===== src/rtl/arcade_input_pkg.sv =====
// Shared definitions for the arcade input front-end.
//   - PS/2 scan codes of the fixed two-player keyboard map
//   - joystick word bit positions (direction bits, button/start/coin/pause)
//   - ioctl download indices for DIP bytes and game selection
//   - cycle-count helpers for ms and Hz based timing
package arcade_input_pkg;

  // Player 1 keys
  localparam logic [7:0] SC_P1_UP    = 8'h75;
  localparam logic [7:0] SC_P1_DOWN  = 8'h72;
  localparam logic [7:0] SC_P1_LEFT  = 8'h6B;
  localparam logic [7:0] SC_P1_RIGHT = 8'h74;
  localparam logic [7:0] SC_P1_BTN0  = 8'h14;
  localparam logic [7:0] SC_P1_BTN1  = 8'h11;
  localparam logic [7:0] SC_P1_BTN2  = 8'h29;
  localparam logic [7:0] SC_P1_START = 8'h16;
  localparam logic [7:0] SC_P1_COIN  = 8'h2E;
  localparam logic [7:0] SC_P1_PAUSE = 8'h4D;

  // Player 2 keys
  localparam logic [7:0] SC_P2_UP    = 8'h2D;
  localparam logic [7:0] SC_P2_DOWN  = 8'h2B;
  localparam logic [7:0] SC_P2_LEFT  = 8'h23;
  localparam logic [7:0] SC_P2_RIGHT = 8'h34;
  localparam logic [7:0] SC_P2_BTN0  = 8'h1C;
  localparam logic [7:0] SC_P2_BTN1  = 8'h1B;
  localparam logic [7:0] SC_P2_BTN2  = 8'h15;
  localparam logic [7:0] SC_P2_START = 8'h1E;
  localparam logic [7:0] SC_P2_COIN  = 8'h36;

  // Direction bits inside a 32-bit joystick word
  localparam int JOY_RIGHT = 0;
  localparam int JOY_LEFT  = 1;
  localparam int JOY_DOWN  = 2;
  localparam int JOY_UP    = 3;

  localparam logic [15:0] IOCTL_DIP_INDEX  = 16'd254;
  localparam logic [15:0] IOCTL_GAME_INDEX = 16'd1;

  // Which key register (player, bit) a scan code drives
  typedef struct packed {
    logic       hit;
    logic       player;
    logic [4:0] idx;
  } key_slot_t;

  function automatic int btn_bit(input int b);
    return 4 + b;
  endfunction

  function automatic int start_bit(input int nb);
    return 4 + nb;
  endfunction

  function automatic int coin_bit(input int nb);
    return 5 + nb;
  endfunction

  function automatic int pause_bit(input int nb);
    return 6 + nb;
  endfunction

  function automatic int cycles_from_ms(input real mhz, input real ms);
    return int'(mhz * 1000.0 * ms);
  endfunction

  function automatic int half_period_cycles(input real mhz, input real hz);
    return int'(mhz * 1.0e6 / (2.0 * hz));
  endfunction

  function automatic key_slot_t mk_slot(input logic hit, input logic player, input int idx);
    key_slot_t s;
    s.hit    = hit;
    s.player = player;
    s.idx    = 5'(idx);
    return s;
  endfunction

endpackage


===== src/rtl/arcade_input_coin_stretch.sv =====
// Coin pulse stretcher for one player.
//   clk, reset : system clock, asynchronous active-high reset
//   raw        : merged key/joystick coin level
//   coin       : registered coin, high for at least PULSE cycles per accepted edge
module arcade_coin_stretch #(
  parameter int PULSE = 1000
) (
  input  logic clk,
  input  logic reset,
  input  logic raw,
  output logic coin
);

  localparam int CW = (PULSE > 1) ? $clog2(PULSE) : 1;
  localparam logic [CW-1:0] RELOAD = CW'(PULSE - 1);

  logic          raw_prev;
  logic [CW-1:0] cnt;

  // cnt holds the cycles still owed after the current one, so the edge cycle
  // itself plus RELOAD further cycles gives exactly PULSE high cycles, and a
  // new edge is accepted on the first cycle the output would otherwise fall.
  always_ff @(posedge clk or posedge reset) begin
    if (reset) begin
      raw_prev <= 1'b0;
      cnt      <= '0;
      coin     <= 1'b0;
    end else begin
      raw_prev <= raw;
      coin     <= raw || (cnt != '0);
      if (cnt != '0)
        cnt <= cnt - 1'b1;
      else if (raw && !raw_prev)
        cnt <= RELOAD;
    end
  end

endmodule


===== src/rtl/arcade_input.sv =====
// Arcade input front-end: PS/2 key state merged with HPS joystick words,
// coin stretching, pause toggle, DIP/game-index capture from ioctl.
// Optional feature macro: ARCADE_INPUT_AUTOFIRE_EN (autofire gating of buttons).
//   clk, reset          : system clock, asynchronous active-high reset
//   ps2_key[10:0]       : {strobe toggle, pressed, extended, scan code}
//   joystick            : 32-bit word per player
//   ioctl_*             : download stream (DIP bytes index 254, game index 1)
//   autofire_mask       : per-button autofire enable
//   joy/buttons/start   : registered per-player controls
//   coin                : stretched coin per player
//   pause               : latched pause toggle
//   dip, game_index     : captured from ioctl, untouched by reset
import arcade_input_pkg::*;

module arcade_input #(
  parameter int  NUM_PLAYERS   = 2,
  parameter int  NUM_BUTTONS   = 3,
  parameter int  NUM_DIPS      = 2,
  parameter real CLK_FREQ      = 96.0,
  parameter int  COIN_PULSE_MS = 50,
  parameter int  AUTOFIRE_HZ   = 15
) (
  input  logic                           clk,
  input  logic                           reset,
  input  logic [10:0]                    ps2_key,
  input  logic [NUM_PLAYERS*32-1:0]      joystick,
  input  logic                           ioctl_wr,
  input  logic [15:0]                    ioctl_index,
  input  logic [26:0]                    ioctl_addr,
  input  logic [7:0]                     ioctl_data,
  input  logic [NUM_BUTTONS-1:0]         autofire_mask,
  output logic [NUM_PLAYERS*4-1:0]       joy,
  output logic [NUM_PLAYERS*NUM_BUTTONS-1:0] buttons,
  output logic [NUM_PLAYERS-1:0]         start,
  output logic [NUM_PLAYERS-1:0]         coin,
  output logic                           pause,
  output logic [NUM_DIPS*8-1:0]          dip,
  output logic [3:0]                     game_index
);

  localparam int COIN_CYCLES = cycles_from_ms(CLK_FREQ, COIN_PULSE_MS);
  localparam int BTN0_BIT    = btn_bit(0);
  localparam int START_BIT   = start_bit(NUM_BUTTONS);
  localparam int COIN_BIT    = coin_bit(NUM_BUTTONS);
  localparam int PAUSE_BIT   = pause_bit(NUM_BUTTONS);

  function automatic key_slot_t decode_key(input logic [7:0] code);
    key_slot_t s;
    s = '0;
    case (code)
      SC_P1_UP:    s = mk_slot(1'b1, 1'b0, JOY_UP);
      SC_P1_DOWN:  s = mk_slot(1'b1, 1'b0, JOY_DOWN);
      SC_P1_LEFT:  s = mk_slot(1'b1, 1'b0, JOY_LEFT);
      SC_P1_RIGHT: s = mk_slot(1'b1, 1'b0, JOY_RIGHT);
      SC_P1_BTN0:  s = mk_slot(1'b1, 1'b0, btn_bit(0));
      SC_P1_BTN1:  s = mk_slot(NUM_BUTTONS > 1, 1'b0, btn_bit(1));
      SC_P1_BTN2:  s = mk_slot(NUM_BUTTONS > 2, 1'b0, btn_bit(2));
      SC_P1_START: s = mk_slot(1'b1, 1'b0, START_BIT);
      SC_P1_COIN:  s = mk_slot(1'b1, 1'b0, COIN_BIT);
      SC_P1_PAUSE: s = mk_slot(1'b1, 1'b0, PAUSE_BIT);
      SC_P2_UP:    s = mk_slot(1'b1, 1'b1, JOY_UP);
      SC_P2_DOWN:  s = mk_slot(1'b1, 1'b1, JOY_DOWN);
      SC_P2_LEFT:  s = mk_slot(1'b1, 1'b1, JOY_LEFT);
      SC_P2_RIGHT: s = mk_slot(1'b1, 1'b1, JOY_RIGHT);
      SC_P2_BTN0:  s = mk_slot(1'b1, 1'b1, btn_bit(0));
      SC_P2_BTN1:  s = mk_slot(NUM_BUTTONS > 1, 1'b1, btn_bit(1));
      SC_P2_BTN2:  s = mk_slot(NUM_BUTTONS > 2, 1'b1, btn_bit(2));
      SC_P2_START: s = mk_slot(1'b1, 1'b1, START_BIT);
      SC_P2_COIN:  s = mk_slot(1'b1, 1'b1, COIN_BIT);
      default:     s = '0;
    endcase
    return s;
  endfunction

  // Key state is kept in joystick-word layout so the merge is a plain OR.
  logic        strobe_prev;
  logic [31:0] keys [2];
  key_slot_t   slot;

  assign slot = decode_key(ps2_key[7:0]);

  always_ff @(posedge clk or posedge reset) begin
    if (reset) begin
      strobe_prev <= 1'b0;
      keys[0]     <= '0;
      keys[1]     <= '0;
    end else begin
      strobe_prev <= ps2_key[10];
      if ((ps2_key[10] != strobe_prev) && slot.hit)
        keys[slot.player][slot.idx] <= ps2_key[9];
    end
  end

  logic [NUM_PLAYERS*32-1:0] raw;

  for (genvar p = 0; p < NUM_PLAYERS; p++) begin : g_raw
    if (p < 2) begin : g_key
      assign raw[32*p +: 32] = joystick[32*p +: 32] | keys[p];
    end else begin : g_joy
      assign raw[32*p +: 32] = joystick[32*p +: 32];
    end
  end

  // Pause from several players at once collapses into one edge.
  logic pause_any;
  always_comb begin
    pause_any = 1'b0;
    for (int p = 0; p < NUM_PLAYERS; p++)
      pause_any = pause_any | raw[32*p + PAUSE_BIT];
  end

  logic [NUM_BUTTONS-1:0] fire_gate;
  logic                   unused_ok;

`ifdef ARCADE_INPUT_AUTOFIRE_EN
  localparam int AF_HALF = half_period_cycles(CLK_FREQ, AUTOFIRE_HZ);
  localparam int AFW     = (AF_HALF > 1) ? $clog2(AF_HALF) : 1;

  logic [AFW-1:0] af_cnt;
  logic           af_phase;

  always_ff @(posedge clk or posedge reset) begin
    if (reset) begin
      af_cnt   <= '0;
      af_phase <= 1'b1;
    end else if (af_cnt == AFW'(AF_HALF - 1)) begin
      af_cnt   <= '0;
      af_phase <= ~af_phase;
    end else begin
      af_cnt <= af_cnt + 1'b1;
    end
  end

  assign fire_gate = ~autofire_mask | {NUM_BUTTONS{af_phase}};
  assign unused_ok = &{1'b0, raw, keys[1], ps2_key[8], ioctl_addr[26:25]};
`else
  assign fire_gate = '1;
  assign unused_ok = &{1'b0, raw, keys[1], ps2_key[8], ioctl_addr[26:25], autofire_mask};
`endif

  logic pause_prev;

  always_ff @(posedge clk or posedge reset) begin
    if (reset) begin
      joy        <= '0;
      buttons    <= '0;
      start      <= '0;
      pause_prev <= 1'b0;
      pause      <= 1'b0;
    end else begin
      for (int p = 0; p < NUM_PLAYERS; p++) begin
        joy[4*p +: 4] <= {raw[32*p + JOY_UP], raw[32*p + JOY_DOWN],
                          raw[32*p + JOY_RIGHT], raw[32*p + JOY_LEFT]};
        buttons[NUM_BUTTONS*p +: NUM_BUTTONS] <= raw[32*p + BTN0_BIT +: NUM_BUTTONS] & fire_gate;
        start[p] <= raw[32*p + START_BIT];
      end
      pause_prev <= pause_any;
      if (pause_any && !pause_prev)
        pause <= ~pause;
    end
  end

  for (genvar p = 0; p < NUM_PLAYERS; p++) begin : g_coin
    arcade_coin_stretch #(.PULSE(COIN_CYCLES)) u_coin (
      .clk   (clk),
      .reset (reset),
      .raw   (raw[32*p + COIN_BIT]),
      .coin  (coin[p])
    );
  end

  // Download-driven settings persist across reset; power-up value is zero.
  logic [NUM_DIPS*8-1:0] dip_q  = '0;
  logic [3:0]            game_q = '0;
  logic                  dip_sel;

  assign dip_sel = ioctl_wr && (ioctl_index == IOCTL_DIP_INDEX) && (ioctl_addr[24:3] == '0);

  always_ff @(posedge clk) begin
    for (int i = 0; i < NUM_DIPS; i++)
      if (dip_sel && (ioctl_addr[2:0] == 3'(i)))
        dip_q[8*i +: 8] <= ioctl_data;
    if (ioctl_wr && (ioctl_index == IOCTL_GAME_INDEX))
      game_q <= ioctl_data[3:0];
  end

  assign dip        = dip_q;
  assign game_index = game_q;

endmodule


===== config.mk =====
export PLATFORM = sky130hd
export DESIGN_NAME = arcade_input
export DESIGN_NICKNAME = d
export VERILOG_FILES = /design/src/rtl/arcade_input_pkg.sv /design/src/rtl/arcade_input_coin_stretch.sv /design/src/rtl/arcade_input.sv
export SDC_FILE = /design/constraint.sdc
export NUM_CORES = 1
export LEC_CHECK = 0
export CORE_UTILIZATION = 36
export CTS_BUF_LIST = sky130_fd_sc_hd__clkbuf_4
export DETAILED_ROUTE_END_ITERATION = 16
export PLACE_DENSITY = 0.63
export REMOVE_ABC_BUFFERS = 1
export SYNTH_ARGS = -nofsm -noshare
export SYNTH_HDL_FRONTEND = slang
export SYNTH_SLANG_ARGS = --single-unit
export TNS_END_PERCENT = 30

===== constraint.sdc =====
create_clock -name clk -period 4.05 [get_ports clk]
set_input_delay 0.81 -clock clk [delete_from_list [all_inputs] [get_ports clk]]
set_output_delay 0.81 -clock clk [all_outputs]
set_load 0.05 [all_outputs]

==> summary.md, run 1 <==
| Metric | Value |
|---|---|
| Status | `complete, no violations` |
| Critical Path RT | `4.41 ns` |
| Die ar. | `14,500 um^2` |
| Drc violations | `0` |
| H-tree depth | `3` |
| Placed Area | `6520 um^2` |
| Post-Layout Inst Area | `6630 um^2` |
| Startpoint Class | `input port` |
| CTS Buf Count | `9` |
| WL final | `11,100 um` |
| Chip height | `120 um` |
| Worst reg2reg path depth | `8` |
| Antenna diode count | `0` |
| IO Pins | `171` |
| RSZ-0062 raised after global routing | `false` |
| Slew Limit Fails | `0` |
| R2R Setup Slk | `0.83 ns` |
| Width of the chip | `120 um` |
| Hold Crit Class | `reg -> reg` |
| Crit Path Class | `in -> reg` |
| CP arrival | `3.75 ns` |
| Comb pwr share | `0.201` |
| Cell type with the largest total area after synthesis | `dfrtp_1` |
| Routed via count | `3,931` |
| GPL Wtd Cong | `0.859` |
| Final Hold Fails | `0` |
| Via density | `5.19` |
| Distinct cells, synth | `59` |
| Grt ovf | `0` |
| Layout Nets | `711` |
| Cts repair resizes | `0` |
| Setup_tns | `0 ns` |
| Mapped Area | `5050 um^2` |
| DP Wirelength | `8320 um` |
| Multi-input gate area | `2100 um^2` |
| Synthesis-stage register bit count | `109` |
| Avg WL per Cell | `14.6 um` |
| Peak fanout along the critical path | `10` |
| Max Cap Viol | `0` |
| Initial Util | `0.375` |
| Reg2reg end | `g_coin[0].u_coin.cnt[5]$_DFFE_PP0P_` |
| Clock Skew | `0.0289 ns` |
| Worst R2R Start | `g_coin[0].u_coin.cnt[0]$_DFFE_PP0P_` |
| Syn-to-layout area delta | `31.2%` |
| Number of global-route vias before repair | `3,887` |
| CP endpoint kind | `flip-flop` |
| Pwr/cell area | `339 nW/um^2` |
| Crit share post-route | `0.839` |
| Register area share after synthesis | `0.560` |
| Hold WS | `0.392 ns` |
| NetSw | `660 uW` |
| Syn Area/Cell | `11.2 um^2` |
| Ys flop type | `dfrtp_1` |
| TritonCTS clock tree | `yes` |
| Cell Int Power | `1590 uW` |
| Endpoints failing setup | `0` |
| Total GRT Usage | `0.160` |
| Largest net degree at the start of global routing | `50` |
| Net Sw Frac | `0.294` |
| Post-synth EDFFs | `20` |
| Initial antenna violation count | `0` |
| FFs w/ async S/R, synth | `0.817` |
| VDD IR max | `0.211 mV` |
| Share of cells above drive strength 1 | `0.127` |
| Clock root buffer | `clkbuf_4` |
| Least-Margin Pin Slew | `0.757 ns` |
| Hold-fix buffers at CTS | `0` |
| Worst slew margin | `0.494` |
| Buffers on Ports | `120` |
| CTS sink count | `109` |
| CP Launch Point | `ps2_key[5]` |
| Syn. warnings | `0` |
| Post-route ant nets | `0` |
| Fillers | `1,256` |
| Total core area | `13,500 um^2` |
| Site Rows | `42` |
| Clock network power share | `0.209` |
| Storage cell area | `2830 um^2` |
| Worst Setup EP | `keys[39]$_DFFE_PP0P_` |
| First-pass DRT Iterations | `4` |
| Static Leakage | `0.00263 uW` |
| Final worst path period need | `3.40 ns` |
| Cells after Synth | `450` |
| Initial DRC count | `180` |
| FMAX | `294 MHz` |
| Flop pwr share | `0.589` |
| CTS max path bufs | `2` |
| Clock latency on the worst-skew pair | `0.45 ns` |
| Clk slew on worst S/H paths | `0.16 ns` |
| Share of the synthesized area in the top cell type | `0.441` |
| Global-route wire length before repair | `18,600 um` |
| Postcts setup bufs | `0` |
| Area contributors post-synth | `dfrtp_1 44%, edfxtp_1 12%, mux2_2 3.3%, nor4_1 3.3%, or2_2 2.7%` |
cells in the mapped netlist, drive strengths merged (11+ instances only):
library cell,number
or4,16
mux2,16
a21oi,13
xor2,15
edfxtp,20
nand2,22
nor3,27
dfrtp,89
o21ai,19
inv,11
clkbuf,13
nor2,25
or2,22
xnor2,12
nor4,28
sequential cells by signal (all words and copies together), names as in the netlist:
register	count
g_coin.u_coin.cnt	46
pause_prev	1
joy	8
buttons	6
keys	20
strobe_prev	1
g_coin.u_coin.raw_prev	2
game_index	4
start	2
g_coin.u_coin.coin	2
dip	16
pause	1
critical path, cell delays in order:
cell and delay [ns]:
clkdlybuf4s50_1 0.67, or4b_1 0.33, o22ai_1 0.14, a2111oi_1 0.68, nand2_1 0.17, buf_4 0.21, nor4_1 0.36, mux2_2 0.38
cells by family after synthesis:
group	count (synthesis)	synth area share
AO/OA/AOI/OAI	73	0.0951
AND/OR/NAND/NOR	189	0.225
multiplexers	20	0.0436
XOR/XNOR	27	0.0468
buffers and inverters	30	0.0248
adder cells (fa/ha/maj)	2	0.00495
flip-flops	109	0.560
layout by cell type (no fill, tap or decap), drive strengths merged, types with 5 or more instances in the layout:
cell type	synthesis	final
xor2	15	15
xnor2	12	12
or4b	6	6
or4	16	16
nor4	28	28
buf	6	15
clkdlybuf4s50	0	120
clkbuf	13	10
nand2b	9	9
nor2	25	25
a31oi	5	5
dfrtp	89	89
or2	22	22
clkinv	0	6
o21ai	19	19
nand2	22	22
edfxtp	20	20
o31ai	10	10
mux2	16	16
nor3	27	27
a21oi	13	13
inv	11	11
nand3	5	5
power by group through the flow:
stage                     Clock, uW  Sequential, uW  Combinational [uW]
after floorplan                   0            1380                 215
after global placement            0            1340                 445
after detailed placement          0            1350                 452
after CTS                       493            1320                 456
after global routing            528            1340                 499
final                           470            1320                 452
routing by layer:
layer | wire [um] | global-route usage
met1 | 5250 | 0.215
met2 | 5100 | 0.259
met3 | 603 | 0.0382
met4 | 123 | 0.0448
met5 | 0 | 0
worst min path at each step:
stage / startpoint / endpoint / slack [ns] / cells after the start
3_3_place_gp: keys[9]$_DFFE_PP0P_ / keys[9]$_DFFE_PP0P_ / 0.36 / 0
6_report: keys[9]$_DFFE_PP0P_ / keys[9]$_DFFE_PP0P_ / 0.39 / 0
2_1_floorplan: keys[9]$_DFFE_PP0P_ / keys[9]$_DFFE_PP0P_ / 0.35 / 0
5_1_grt: keys[9]$_DFFE_PP0P_ / keys[9]$_DFFE_PP0P_ / 0.40 / 0
4_1_cts: keys[9]$_DFFE_PP0P_ / keys[9]$_DFFE_PP0P_ / 0.40 / 0
3_5_place_dp: keys[9]$_DFFE_PP0P_ / keys[9]$_DFFE_PP0P_ / 0.36 / 0
cell type report:
class | count | area share
Inverter | 11 | 0.00642
Multi-Input combinational cell | 311 | 0.317
Sequential cell | 109 | 0.427
Clock inverter | 6 | 0.00566
Clock buffer | 10 | 0.0113
Timing Repair Buffer | 135 | 0.200
Tap cell | 176 | 0.0332
metrics by stage:
stage,power [uW],setup WS [ns],utilization,instances
after global placement,1780,0.288,0.484,742
after CTS,2270,0.768,0.493,758
final,2250,0.652,0.493,758
after detailed placement,1800,0.256,0.484,742
after floorplan,1600,0.910,-,431
after global routing,2370,0.457,0.493,758
Note: power is estimated with default switching activity, not from simulation.
==> run 2: changes to the inputs <==
Settings changed: PLACE_DENSITY 0.63 to 0.65.
Clock period 4.05 ns to 2.8 ns, I/O delays scaled along.
==> summary.md, run 2 (synthesis results as in run 1) <==
| Metric | Value |
|---|---|
| Clock network power share | `0.270` |
| Site Rows | `42` |
| Avg WL per Cell | `15.2 um` |
| Crit Path Class | `in -> reg` |
| CTS sink count | `109` |
| Total core area | `13,500 um^2` |
| Final worst path period need | `2.79 ns` |
| NetSw | `1020 uW` |
| Routed via count | `4,175` |
| IO Pins | `171` |
| Antenna diode count | `0` |
| TritonCTS clock tree | `yes` |
| Hold-fix buffers at CTS | `0` |
| FMAX | `358 MHz` |
| Endpoints failing setup | `0` |
| Max reg flops | `46` |
| RSZ-0062 raised after global routing | `true` |
| Routed wl met2 | `5810 um` |
| Clock Skew | `0.0148 ns` |
| Most frequent cells in the layout | `116 x clkdlybuf4s50_1, 89 x dfrtp_1, 60 x buf_4` |
| Critical Path RT | `3.15 ns` |
| Syn-to-layout area delta | `41.3%` |
| Status | `complete, no violations` |
| Pwr/cell area | `507 nW/um^2` |
| Static Leakage | `0.00292 uW` |
| Final Core Density | `0.530` |
| First-pass DRT Iterations | `4` |
| Layout Nets | `758` |
| Hold WS | `0.409 ns` |
| GPL Wtd Cong | `0.895` |
| Routed length on met1 | `5670 um` |
| Peak fanout along the critical path | `5` |
| VDD IR max | `0.329 mV` |
| Width of the chip | `120 um` |
| Net Sw Frac | `0.282` |
| CTS max path bufs | `2` |
| Storage cell area | `2830 um^2` |
| Initial Util | `0.375` |
| Startpoint Class | `input port` |
| Drc violations | `0` |
| CTS Buf Count | `9` |
| Clk slew on worst S/H paths | `0.15 ns` |
| Initial DRC count | `231` |
| Clock latency on the worst-skew pair | `0.46 ns` |
| DP Wirelength | `9310 um` |
| Top reg by flops | `g_coin.u_coin.cnt` |
| Chip height | `120 um` |
| Slew Limit Fails | `0` |
| Largest net degree at the start of global routing | `40` |
| Total GRT Usage | `0.176` |
| Share of cells above drive strength 1 | `0.216` |
| Final Hold Fails | `0` |
| Number of global-route vias before repair | `4,302` |
| Post-route ant nets | `0` |
| Cell Int Power | `2600 uW` |
| Global-route wire length before repair | `20,400 um` |
| Initial antenna violation count | `0` |
| Hold Crit Class | `reg -> reg` |
| Worst slew margin | `0.581` |
| Buffers on Ports | `120` |
| WL final | `12,200 um` |
| CP endpoint kind | `flip-flop` |
| Multi-input gate area | `2170 um^2` |
| Grt ovf | `0` |
| Fillers | `1,218` |
| Flop pwr share | `0.530` |
| Comb pwr share | `0.200` |
| Via density | `5.19` |
| Routed wl met3 | `511 um` |
| Commonest non-fill, non-tap cell in the layout | `clkdlybuf4s50_1` |
| Top Layer Used | `met4` |
| H-tree depth | `3` |
| CP arrival | `3.14 ns` |
| Max Cap Viol | `0` |
| Clock root buffer | `clkbuf_4` |
| Die ar. | `14,500 um^2` |
| Least-Margin Pin Slew | `0.623 ns` |
| Crit share post-route | `0.997` |
run 2: cell types whose count changed in the layout (fill, tap and decap cells not counted), moves of 3 or more:
cell | previous run | this run
clkdlybuf4s50_1 | 120 | 116
buf_4 | 14 | 60
bufinv_16 | 0 | 3
a2111oi_2 | 0 | 3
run 2: path summary, 6_finish.rpt:
check / startpoint / endpoint / slack (ns) / depth (start not counted)
worst max-delay path: ps2_key[6] / keys[5]$_DFFE_PP0P_ / 0.008 / 8
worst min-delay path: keys[9]$_DFFE_PP0P_ / keys[9]$_DFFE_PP0P_ / 0.41 / 0
worst max register to register: g_coin[1].u_coin.cnt[5]$_DFFE_PP0P_ / g_coin[1].u_coin.cnt[20]$_DFFE_PP0P_ / 0.10 / 6
worst min register to register: keys[9]$_DFFE_PP0P_ / keys[9]$_DFFE_PP0P_ / 0.41 / 0
max in group asynchronous: reset / buttons[5]$_DFF_PP0_ / 1.69 / 3
min in group asynchronous: reset / g_coin[1].u_coin.cnt[11]$_DFFE_PP0P_ / 0.43 / 2
run 2: cell type report:
class,count,share of cell area
sequential,109,0.396
clock inverter,7,0.0167
tap,176,0.0309
multi-input combinational,311,0.305
inverter,11,0.00596
timing repair buffer,182,0.236
clock buffer,9,0.00947
run 2: power by group through the flow:
| stage | registers (uW) | logic [uW] | clock network, uW |
|---|---|---|---|
| after floorplan | 2000 | 311 | 0 |
| after global placement | 1930 | 678 | 0 |
| after detailed placement | 1950 | 700 | 0 |
| after CTS | 1920 | 705 | 1010 |
| after global routing | 1940 | 794 | 1060 |
| final | 1920 | 723 | 978 |
run 2: repair_timing:
item	in CTS	in global routing
setup endpoints to repair	12	7
buffers inserted	0	1
gates resized for setup	8	13
run 2: per-layer routing:
| metal | track usage | vias to the layer above |
|---|---|---|
| li1 | - | 2037 |
| met1 | 0.227 | 2008 |
| met2 | 0.295 | 108 |
| met3 | 0.0387 | 22 |
| met4 | 0.0548 | 0 |
| met5 | 0 | - |
run 2: through the flow:
step	total power (uW)	setup WS (ns)	TNS, ns	area (um^2)	std cells
final	3620	0.00768	0	7140	805
after global routing	3800	-0.0454	-0.0454	7140	805
after CTS	3640	-0.00375	-0.00375	7070	804
after detailed placement	2650	-0.720	-9.79	6860	788
after global placement	2610	-0.594	-8.35	6860	788
after floorplan	2310	-0.340	-8.91	4970	431
run 2: worst max-delay path: stages:
cell and delay (ns):
clkdlybuf4s50_1 0.50, or4b_4 0.57, buf_4 0.17, a211o_1 0.25, o21ai_0 0.14, nand2_1 0.11
or4b_1 0.51, mux2_1 0.33
